$ cat src/rtl/imem_arbiter_if.sv
// Bundles the fetch, loader and RAM-side signals of the instruction-memory arbiter.
// The arbiter uses the slave modport; the requesters, RAM and bench use the master modport.
interface imem_arbiter_if #(
    parameter int ADDR_W = 8
);
    logic              f_req;
    logic [31:0]       f_addr;
    logic              f_gnt;
    logic              f_rvalid;
    logic [31:0]       f_rdata;

    logic              l_req;
    logic [31:0]       l_addr;
    logic [31:0]       l_wdata;
    logic              l_gnt;

    logic              mem_en;
    logic              mem_we;
    logic [ADDR_W-1:0] mem_addr;
    logic [31:0]       mem_wdata;
    logic [31:0]       mem_rdata;

    modport slave (
        input  f_req, f_addr, l_req, l_addr, l_wdata, mem_rdata,
        output f_gnt, f_rvalid, f_rdata, l_gnt, mem_en, mem_we, mem_addr, mem_wdata
    );

    modport master (
        output f_req, f_addr, l_req, l_addr, l_wdata, mem_rdata,
        input  f_gnt, f_rvalid, f_rdata, l_gnt, mem_en, mem_we, mem_addr, mem_wdata
    );
endinterface

$ cat src/rtl/imem_arbiter.sv
// Shares a single-port instruction RAM between the fetch stage (reads) and the program loader (writes).
// Loader has strict priority in load_mode, round-robin otherwise; a wait counter bounds fetch starvation.
module imem_arbiter #(
    parameter int ADDR_W   = 8,
    parameter int MAX_WAIT = 4
) (
    input  logic          clk,
    input  logic          rst_n,
    input  logic          load_mode,
    imem_arbiter_if.slave bus
);

    localparam int WAIT_W = $clog2(MAX_WAIT + 1);

    typedef enum logic {
        GNT_FETCH  = 1'b0,
        GNT_LOADER = 1'b1
    } gnt_side_e;

    gnt_side_e         last_gnt_q, last_gnt_d;
    logic [WAIT_W-1:0] wait_cnt_q, wait_cnt_d;
    logic              f_rvalid_q, f_rvalid_d;
    logic [31:0]       f_rdata_q, f_rdata_d;

    logic              f_gnt;
    logic              l_gnt;
    logic              starving;

    assign starving = (wait_cnt_q == WAIT_W'(MAX_WAIT));

    // Grants are suppressed while reset is held so nothing touches the RAM during reset.
    always_comb begin
        f_gnt = 1'b0;
        l_gnt = 1'b0;
        if (rst_n) begin
            if (bus.f_req && !bus.l_req) begin
                f_gnt = 1'b1;
            end else if (bus.l_req && !bus.f_req) begin
                l_gnt = 1'b1;
            end else if (bus.f_req && bus.l_req) begin
                if (starving) begin
                    f_gnt = 1'b1;
                end else if (load_mode) begin
                    l_gnt = 1'b1;
                end else if (last_gnt_q == GNT_LOADER) begin
                    f_gnt = 1'b1;
                end else begin
                    l_gnt = 1'b1;
                end
            end
        end
    end

    assign bus.f_gnt = f_gnt;
    assign bus.l_gnt = l_gnt;

    always_comb begin
        bus.mem_en    = f_gnt | l_gnt;
        bus.mem_we    = l_gnt;
        bus.mem_addr  = '0;
        bus.mem_wdata = '0;
        if (f_gnt) begin
            bus.mem_addr = bus.f_addr[ADDR_W+1:2];
        end else if (l_gnt) begin
            bus.mem_addr  = bus.l_addr[ADDR_W+1:2];
            bus.mem_wdata = bus.l_wdata;
        end
    end

    // A read in flight is discarded as soon as reset is asserted, even before the reset edge.
    assign bus.f_rvalid = f_rvalid_q & rst_n;
    assign bus.f_rdata  = bus.f_rvalid ? bus.mem_rdata : f_rdata_q;

    always_comb begin
        last_gnt_d = last_gnt_q;
        if (f_gnt) begin
            last_gnt_d = GNT_FETCH;
        end else if (l_gnt) begin
            last_gnt_d = GNT_LOADER;
        end

        wait_cnt_d = '0;
        if (bus.f_req && !f_gnt) begin
            wait_cnt_d = starving ? wait_cnt_q : wait_cnt_q + 1'b1;
        end

        f_rvalid_d = f_gnt;
        f_rdata_d  = bus.f_rvalid ? bus.mem_rdata : f_rdata_q;
    end

    always_ff @(posedge clk) begin
        if (!rst_n) begin
            last_gnt_q <= GNT_LOADER;
            wait_cnt_q <= '0;
            f_rvalid_q <= 1'b0;
            f_rdata_q  <= '0;
        end else begin
            last_gnt_q <= last_gnt_d;
            wait_cnt_q <= wait_cnt_d;
            f_rvalid_q <= f_rvalid_d;
            f_rdata_q  <= f_rdata_d;
        end
    end

    // Only the word-address bits reach the RAM; the rest of each byte address is dropped.
    logic unused_addr_bits;
    assign unused_addr_bits = ^{bus.f_addr[31:ADDR_W+2], bus.f_addr[1:0],
                                bus.l_addr[31:ADDR_W+2], bus.l_addr[1:0]};

endmodule

$ cat src/flat_wrapper.sv
// flat-port wrapper written by rule: the top's interface ports become plain ports
module imem_arbiter_flat 
#(
    parameter int ADDR_W   = 8,
    parameter int MAX_WAIT = 4
)
  (clk, rst_n, load_mode, bus_f_req, bus_f_addr, bus_l_req, bus_l_addr, bus_l_wdata, bus_mem_rdata, bus_f_gnt, bus_f_rvalid, bus_f_rdata, bus_l_gnt, bus_mem_en, bus_mem_we, bus_mem_addr, bus_mem_wdata);
  imem_arbiter_if #(.ADDR_W(ADDR_W)) bus_i ();
  input  logic clk;
  input  logic rst_n;
  input  logic load_mode;
  input wire logic [$bits(bus_i.f_req)-1:0] bus_f_req;
  input wire logic [$bits(bus_i.f_addr)-1:0] bus_f_addr;
  input wire logic [$bits(bus_i.l_req)-1:0] bus_l_req;
  input wire logic [$bits(bus_i.l_addr)-1:0] bus_l_addr;
  input wire logic [$bits(bus_i.l_wdata)-1:0] bus_l_wdata;
  input wire logic [$bits(bus_i.mem_rdata)-1:0] bus_mem_rdata;
  output wire logic [$bits(bus_i.f_gnt)-1:0] bus_f_gnt;
  output wire logic [$bits(bus_i.f_rvalid)-1:0] bus_f_rvalid;
  output wire logic [$bits(bus_i.f_rdata)-1:0] bus_f_rdata;
  output wire logic [$bits(bus_i.l_gnt)-1:0] bus_l_gnt;
  output wire logic [$bits(bus_i.mem_en)-1:0] bus_mem_en;
  output wire logic [$bits(bus_i.mem_we)-1:0] bus_mem_we;
  output wire logic [$bits(bus_i.mem_addr)-1:0] bus_mem_addr;
  output wire logic [$bits(bus_i.mem_wdata)-1:0] bus_mem_wdata;
  assign bus_i.f_req = bus_f_req;
  assign bus_i.f_addr = bus_f_addr;
  assign bus_i.l_req = bus_l_req;
  assign bus_i.l_addr = bus_l_addr;
  assign bus_i.l_wdata = bus_l_wdata;
  assign bus_i.mem_rdata = bus_mem_rdata;
  assign bus_f_gnt = bus_i.f_gnt;
  assign bus_f_rvalid = bus_i.f_rvalid;
  assign bus_f_rdata = bus_i.f_rdata;
  assign bus_l_gnt = bus_i.l_gnt;
  assign bus_mem_en = bus_i.mem_en;
  assign bus_mem_we = bus_i.mem_we;
  assign bus_mem_addr = bus_i.mem_addr;
  assign bus_mem_wdata = bus_i.mem_wdata;
  imem_arbiter #(.ADDR_W(ADDR_W), .MAX_WAIT(MAX_WAIT)) u_core (.clk(clk), .rst_n(rst_n), .load_mode(load_mode), .bus(bus_i));
endmodule
$ cat config.mk
export PLATFORM = sky130hd
export DESIGN_NAME = imem_arbiter_flat
export DESIGN_NICKNAME = d
export VERILOG_FILES = /design/src/rtl/imem_arbiter_if.sv /design/src/rtl/imem_arbiter.sv /design/src/flat_wrapper.sv
export SDC_FILE = /design/constraint.sdc
export NUM_CORES = 1
export LEC_CHECK = 0
export BUFFER_PORTS_ARGS = -buffer_cell sky130_fd_sc_hd__buf_4
export CORE_MARGIN = 1.5
export CORE_UTILIZATION = 40
export CTS_CLUSTER_DIAMETER = 100
export CTS_CLUSTER_SIZE = 28
export DETAILED_ROUTE_END_ITERATION = 6
export PLACE_DENSITY = 0.88
export SLEW_MARGIN = 15
export SYNTH_ARGS = -nofsm -noshare
export SYNTH_HDL_FRONTEND = slang
export SYNTH_SLANG_ARGS = --single-unit
$ cat constraint.sdc
create_clock -name clk -period 1.75 [get_ports clk]
set_clock_uncertainty 0.2 [all_clocks]
set_input_delay 0.175 -clock clk [delete_from_list [all_inputs] [get_ports clk]]
set_output_delay 0.175 -clock clk [all_outputs]
set_load 0.02 [all_outputs]
---- After elaboration in Yosys (flattened, before gate mapping) ----
Cells that the tools add are included.
storage, ports and cells
  register bits after elaboration ......... 37
  latch bits .............................. 0
  bits in writable memories ............... 0
  memory bits (read-only) ................. 0
  output and inout bits ................... 77
  logic and storage cells ................. 38
  memories kept ........................... 0
cells by class
  $add $sub $neg .......................... 1
  $mul .................................... 0
  div/mod/pow operators ................... 0
  $lt $le $gt $ge ......................... 0
  eq/ne operators ......................... 1
  shift-type cells ........................ 0
  muxes and demuxes ....................... 21
  bitwise gates (word level) .............. 2
  reduce and logical (&&, ||, !) cells .... 9
operators with widths
  operator             count
  $mux 32              3
  $mux 1               16
  $mux 8               2
  $logic_and 1x1->1    4
  $add 3x1->3 const B  1
  $eq 3x3->1 const B   1
  $logic_not 1->1      3
  $reduce_and 2->1     1
  $reduce_bool 2->1    1
  $and 1x1->1          1
  $or 1x1->1           1

---- Logic depth before layout (Yosys ltp) ----
Gate-level depths: netlist of the first run.
  depth in word-level cells ............... 10
  gate-level depth with buffers ........... 7
  mapped depth without buffers ............ 5

---- Least setup slack after synthesis of the first run ----
OpenSTA, ideal clock, no wires.
  path type ............................... reg2out
  from .................................... register u_core.wait_cnt_q[0]
  to ...................................... output port bus_mem_we
  arrival ................................. 1.483 ns
  path slack .............................. -0.108 ns
  cell stages (with the launch flop) ...... 8
  path buffers ............................ 2
  path through ............................ dfxtp_1 inv_1 ha_1 nand2_1 a21boi_4 buf_6 nor2_1 buf_4
on the way
  cells in the longest elaborated chain, start to end .. 6
RTL lines
  what                    RTL line            source
  start, declared         imem_arbiter.sv:21  logic [WAIT_W-1:0] wait_cnt_q, wait_cnt_d;
  start signal, assigned  imem_arbiter.sv:99  wait_cnt_q <= wait_cnt_d;
  $eq 3x3->1              imem_arbiter.sv:29  assign starving = (wait_cnt_q == WAIT_W'(MAX_WAIT));
  $mux 1                  imem_arbiter.sv:41  if (starving) begin
  $mux 1                  imem_arbiter.sv:40  end else if (bus.f_req && bus.l_req) begin
  $mux 1                  imem_arbiter.sv:38  end else if (bus.l_req && !bus.f_req) begin
  $mux 1                  imem_arbiter.sv:36  if (bus.f_req && !bus.l_req) begin
  $mux 1                  imem_arbiter.sv:35  if (rst_n) begin
  end, declared           flat_wrapper.sv:23  output wire logic [$bits(bus_i.mem_we)-1:0] bus_mem_we;
Every way passes these cells.

---- Worst setup path in the final report of the first run ----
  from .................................... register u_core.wait_cnt_q[1]
  to ...................................... output port bus_mem_wdata[7]
on the way
  cells in the longest elaborated chain, start to end .. 8
RTL lines
  what           RTL line            source
  $eq 3x3->1 *   imem_arbiter.sv:29
  $mux 1         imem_arbiter.sv:41
  $mux 1         imem_arbiter.sv:40
  $mux 1         imem_arbiter.sv:38
  $mux 1         imem_arbiter.sv:36
  $mux 1         imem_arbiter.sv:35
  $mux 32        imem_arbiter.sv:64  end else if (l_gnt) begin
  $mux 32 *      imem_arbiter.sv:62  if (f_gnt) begin
  end, declared  flat_wrapper.sv:25  output wire logic [$bits(bus_i.mem_wdata)-1:0] bus_mem_wdata;
Every way passes the cells marked *; elsewhere a longest branch is shown, timed or not.

==> run_results.csv, run 1 <==
group,metric,value,unit
outcome,status,"finished with violations",
outcome,violations,"negative setup slack",
clock_network,root_buffer,"clkbuf_8",
run,drv_cap,0,
setup_path,path_cells,"inv_2 -> ha_4 -> nand2_4 -> a21boi_4 -> buf_16 -> nor3b_2 -> buf_4",
clock_network,numClockSinks,37,
worst_hold_path,hold_depth,3,
setup_path,slowest_stage,"dfxtp_2",
sta,grt_setup_unrepaired,"true",
worst_hold_path,min-delay-start,"bus_mem_rdata[25]",
logic_synthesis,synthFlopType,"dfxtp_1",
die,coreArea,0.00639,mm²
clock_network,clk_pin_slew,80,ps
sta,fin_crit_sh,1.11,
detailed_routing,ant_nets,0,
setup_path,crit_fanout,8,
die,std_cell_rows,29,
final_layout,num_antenna_cells,0,
detailed_routing,wire_per_inst,18.6,µm
sta,period_minus_slack,1950,ps
die,die_w,84.4,µm
setup_path,crit_family,"buffers and inverters",
die,ios,210,
logic_synthesis,synth_edf_count,0,
clock_network,clkLatencyLatePin,290,ps
sta,setup_violations,61,
worst_hold_path,worstHoldEndpoint,"u_core.f_rdata_q[25]",
detailed_routing,viasPerCell,5.33,
logic_synthesis,synth_top_area_cell,"dfxtp_1",
setup_path,worst-path-buf-inv,3,
logic_synthesis,yosysSeqAreaShare,0.279,
logic_synthesis,synth.most_common_cell,"dfxtp_1",
clock_network,clockBufferDepth,2,
sta,fmax,513,MHz
die,start_util,0.415,
clock_network,numCtsBuffers,5,
logic_synthesis,ys.warnings.count,0,
setup_path,regToRegSetupSlack,180,ps
setup_path,r2r_end,"u_core.f_rdata_q[8]",
logic_synthesis,synth_top_area_share,0.279,
grt,grt_pass1_wl,15.1,mm
die,dieArea,0.00713,mm²
detailed_routing,via_count,2887,
grt,grt_pass1_vias,2929,
sta,worst_slew_pin_slew,853,ps
worst_hold_path,min_path_type,"in2reg",
grt,overflow,0,
logic_synthesis,netlist_area,0.00265,mm²
logic_synthesis,post_synth.cell_area_avg,10.0,µm²
power_and_ir_drop,ir_worst_vdd,425,µV
die,dieHeight,84.4,µm
setup_path,start_kind,"register",
detailed_routing,initialDrtViolationCount,71,
clock_network,cts_tree,"built",
setup_path,critical_path_class,"reg2out",
sta,hold_viol,0,
logic_synthesis,synth_cells,264,
setup_path,reg2regPathDepth,3,
logic_synthesis,synthTopCellsByCount,"dfxtp_1, nor2b_1, mux2i_1",
final_layout,num-nets-final,599,
sta,finalSetupTns,-7670,ps
setup_path,crit_path_end_kind,"output port",
detailed_routing,drc,0,
setup_path,cp.required,1370,ps
logic_synthesis,synth_seq_cells,37,
placement,port-buffer-count,161,
setup_path,reg2reg_from,"u_core.f_rvalid_q",
logic_synthesis,syn_nets,399,
power_and_ir_drop,p_leak,2.26,nW
grt,antenna_found_initial,0,
placement,place_hpwl,5.67,mm
setup_path,cp_slowest_stage_delay,330,ps
sta,layout_setup_ws,-200,ps
sta,slew_headroom,0.430,
grt,grt_max_degree,34,
detailed_routing,dr.pass1.iters,7,
placement,place_congestion,0.747,
final_layout,drive_gt1_frac,0.591,
final_layout,area_growth,86.9,%
setup_path,crit_arrival,1570,ps
detailed_routing,routed_wl,10.1,mm
logic_synthesis,async_reset_ff_frac,0,
clock_network,cts_max_level,2,
logic_synthesis,synth_area_leaders,"dfxtp_1, mux2_4, mux2i_1, nor3b_1, nor2b_1",
placement,place_ws,-278,ps
power_and_ir_drop,p_per_area,573,mW/mm²
grt,gr-usage-all-layers,0.265,
sta,final_max_slew_viol_count,0,
logic_synthesis,ys_types,31,
repair_timing:
action	4_1_cts	5_1_grt
buffers inserted	8	6
hold buffers	33	0
cloned	6	0
setup endpoints to repair	64	75
pin swaps	11	9
endpoints found under the hold margin	33	0
gates resized for setup	70	33
state kept, by name (all words and copies together), names as in the netlist:
register,flops
u_core.last_gnt_q,1
u_core.f_rdata_q,32
u_core.wait_cnt_q,3
u_core.f_rvalid_q,1
kinds of logic (layout without fill, tap and decap cells):
kind of cell | after synthesis | after routing | share of synthesized area
compound gates | 22 | 23 | 0.0712
buf+inv | 33 | 233 | 0.0811
simple gates | 105 | 105 | 0.258
flops | 37 | 37 | 0.279
fa+ha+maj | 2 | 2 | 0.00943
mux | 65 | 65 | 0.301
layer usage:
layer / GRT usage / vias up / part of all wire
met2: 0.530 / 157 / 0.54
met3: 0.0423 / 22 / 0.064
met1: 0.279 / 1360 / 0.37
li1: - / 1348 / -
met4: 0.0865 / 0 / 0.029
met5: 0 / - / 0
worst reg2reg max path, delay by kind of cell, from the launching register on:
family | cells | cell delay, ps
buffers and inverters | 1 | 460
muxes | 1 | 330
and+or+nand+nor | 1 | 110
DFF | 1 | 350
cell type report:
class | count | area (µm²)
sequential | 37 | 744
multi-input combinational | 195 | 1940
fill | 395 | 1430
clock buffer | 5 | 68.8
tap | 77 | 96.3
clock inverter | 3 | 68.8
timing repair buffer | 222 | 2030
inverter | 3 | 11.3
stage by stage:
step           instance area, µm²  std cells  total power [mW]  hold slack [ps]  utilization
2_1_floorplan                2670        264              1.37              144            -
3_3_place_gp                 3890        485              1.70              239        0.609
3_5_place_dp                 3890        485              1.71              250        0.609
4_1_cts                      4850        540              2.79             2.75        0.759
5_1_grt                      4960        542              2.96             38.6        0.776
6_report                     4960        542              2.84             3.14        0.776
worst max path at each step:
stage          slack (ps)  cells after the start            startpoint                end
2_1_floorplan        -100                      6  u_core.wait_cnt_q[0]  bus_mem_wdata[22]
3_3_place_gp         -190                      6  u_core.wait_cnt_q[0]  bus_mem_wdata[18]
3_5_place_dp         -280                      6  u_core.wait_cnt_q[0]   bus_mem_wdata[3]
4_1_cts              -210                      7  u_core.wait_cnt_q[1]   bus_mem_wdata[2]
5_1_grt              -270                      7  u_core.wait_cnt_q[1]   bus_mem_wdata[7]
6_report             -200                      7  u_core.wait_cnt_q[1]   bus_mem_wdata[7]
power breakdown:
group / leakage, nW / internal (mW) / switching (mW) / total (mW)
registers: 0.303 / 0.879 / 0.0256 / 0.905
clock network: 0.0687 / 0.574 / 0.333 / 0.908
logic: 1.88 / 0.567 / 0.459 / 1.03
placed cells by master, fill, tap and decap left out, drive strengths merged, types with 2 or more instances in the layout:
cell	instances
clkbuf	5
ha	2
nand2	4
a32oi	8
inv	4
bufinv	2
mux2i	33
nand4	8
buf	189
nor3b	32
a21boi	2
and2	10
nor2b	35
dfxtp	37
a31oi	2
nor2	2
dlygate4sd3	33
mux2	32
nor3	3
o2111ai	8
nand3	9
No activity file was read; power rests on OpenSTA's default activity.
==> inputs of run 2 (changes only) <==
Settings changed: SETUP_SLACK_MARGIN set to 0.15, SLEW_MARGIN 15 to unset.
==> run 2 against run 1 <==
Effect of this change:
- the flow still finishes with violations (negative setup slack)
- first-iteration DRC count increased by 13%
- cell area increased by 9.8%
- sequential power about the same
- combinational power increased by 14%
==> run_results.csv, run 2 (synthesis results as in run 1) <==
group,metric,value,unit
grt,overflow,0,
final_layout,drive_gt1_frac,0.637,
die,coreArea,0.00639,mm²
detailed_routing,via_count,2940,
placement,place_hpwl,5.79,mm
placement,place_congestion,0.736,
final_layout,area_growth,105,%
sta,grt_setup_unrepaired,"true",
sta,slew_headroom,0.612,
die,std_cell_rows,29,
setup_path,cp_slowest_stage_delay,340,ps
setup_path,path_cells,"inv_2 -> ha_4 -> nand2_4 -> a21boi_4 -> buf_6 -> buf_12 -> nor3b_4 -> buf_6",
clock_network,numClockSinks,37,
sta,fin_crit_sh,1.14,
clock_network,clk_pin_slew,80,ps
final_layout,finalInstanceArea,0.00544,mm²
sta,finalSetupTns,-10610,ps
sta,fmax,503,MHz
final_layout,instances_no_fill,551,
die,dieHeight,84.4,µm
setup_path,critical_path_class,"reg2out",
setup_path,crit_path_end_kind,"output port",
sta,final_max_slew_viol_count,0,
worst_hold_path,min_path_type,"in2reg",
detailed_routing,wire_per_inst,19.4,µm
clock_network,numCtsBuffers,5,
detailed_routing,initialDrtViolationCount,80,
grt,grt_pass1_wl,16.0,mm
placement,postPlaceCellArea,0.00434,mm²
sta,hold_viol,0,
detailed_routing,viasPerCell,5.34,
setup_path,worst-path-buf-inv,4,
grt,antenna_found_initial,0,
die,start_util,0.415,
clock_network,clkLatencyLatePin,290,ps
final_layout,largest_register_ffs,32,
final_layout,mostFrequentLayoutCell,"buf_4",
detailed_routing,drc,0,
placement,port-buffer-count,161,
sta,period_minus_slack,1990,ps
sta,worst_slew_pin_slew,581,ps
die,dieArea,0.00713,mm²
outcome,status,"finished with violations",
setup_path,cp.required,1370,ps
final_layout,final_core_util,0.852,
power_and_ir_drop,ir_worst_vdd,330,µV
placement,place_ws,22.4,ps
power_and_ir_drop,p_per_area,489,mW/mm²
die,ios,210,
setup_path,start_kind,"register",
final_layout,final_cell_mix,"buf_4, buf_6, nor2b_1",
clock_network,cts_max_level,2,
sta,layout_setup_ws,-238,ps
setup_path,crit_fanout,6,
grt,grt_max_degree,33,
setup_path,crit_arrival,1610,ps
placement,dp_cells,493,
final_layout,reg_top3,"u_core.f_rdata_q: 32 flops, u_core.wait_cnt_q: 3 flops",
final_layout,num-nets-final,608,
power_and_ir_drop,p_leak,2.41,nW
sta,setup_violations,73,
setup_path,cpMostUsedCell,"buf_6",
clock_network,cts_tree,"built",
die,die_w,84.4,µm
outcome,violations,"negative setup slack",
run,drv_cap,0,
detailed_routing,dr.pass1.iters,4,
detailed_routing,routed_wl,10.7,mm
clock_network,root_buffer,"clkbuf_8",
setup_path,slowest_stage,"dfxtp_2",
clock_network,clockBufferDepth,2,
final_layout,num_antenna_cells,0,
grt,grt_pass1_vias,3142,
final_layout,regMostFlops,"u_core.f_rdata_q",
detailed_routing,ant_nets,0,
grt,gr-usage-all-layers,0.281,
setup_path,crit_family,"buffers and inverters",
-- run 2: changes by cell type in the layout (fill, tap and decap cells not counted), moves of 2 or more --
cell	change
bufinv_16	-2
buf_4	-33
nand3_2	+4
o2111ai_1	-2
o2111ai_2	+2
nand3_1	-4
nor3b_2	-15
buf_6	+38
buf_12	+5
nor3b_1	-11
clkinv_2	+2
nor3b_4	+26
-- run 2: metal layers --
metal / share of wire / global-route usage
met3: 0.064 / 0.0541
met1: 0.37 / 0.309
met4: 0.021 / 0.0953
met5: 0 / 0
met2: 0.55 / 0.537
-- run 2: timing repair --
item / in CTS / in global routing
buffers inserted: 9 / 4
pin swaps: 24 / 6
endpoints found under the hold margin: 34 / 0
gates resized for setup: 100 / 22
hold buffers: 34 / 0
endpoints found under the setup margin: 75 / 80
gates cloned: 3 / 0
-- run 2: final cells by class --
cell class                 instances  area, µm²
fill                             304        942
inverter                           3       11.3
clock inverter                     3       17.5
sequential                        37        747
multi-input combinational        194       2200
clock buffer                       5       68.8
tap                               77       96.3
timing repair buffer             232       2300
-- run 2: final timing paths --
check	slack [ps]	depth (start not counted)	startpoint	end
max	-240	8	u_core.wait_cnt_q[1]	bus_mem_wdata[29]
min	40	3	bus_l_req	u_core.wait_cnt_q[0]
max reg2reg	250	3	u_core.f_rvalid_q	u_core.f_rdata_q[27]
min reg2reg	310	2	u_core.wait_cnt_q[0]	u_core.wait_cnt_q[0]
-- run 2: power by group --
| part | switching (mW) | total, mW | internal [mW] |
|---|---|---|---|
| Clock | 0.319 | 0.594 | 0.275 |
| Sequential | 0.0260 | 0.904 | 0.878 |
| Combinational | 0.512 | 1.17 | 0.653 |
| Total | 0.857 | 2.66 | 1.81 |
-- run 2: metrics by stage --
| step | hold slack, ps | power (mW) |
|---|---|---|
| final | 39.7 | 2.66 |
| after global routing | 55.5 | 2.78 |
| after CTS | 24.1 | 2.61 |
| after detailed placement | 239 | 1.82 |
| after global placement | 244 | 1.80 |
| after floorplan | 144 | 1.45 |
-- run 2: tightest hold or removal path: cells and delay by family --
kind,cells,cell delay (ps)
simple gates,2,160
buf+inv,1,150
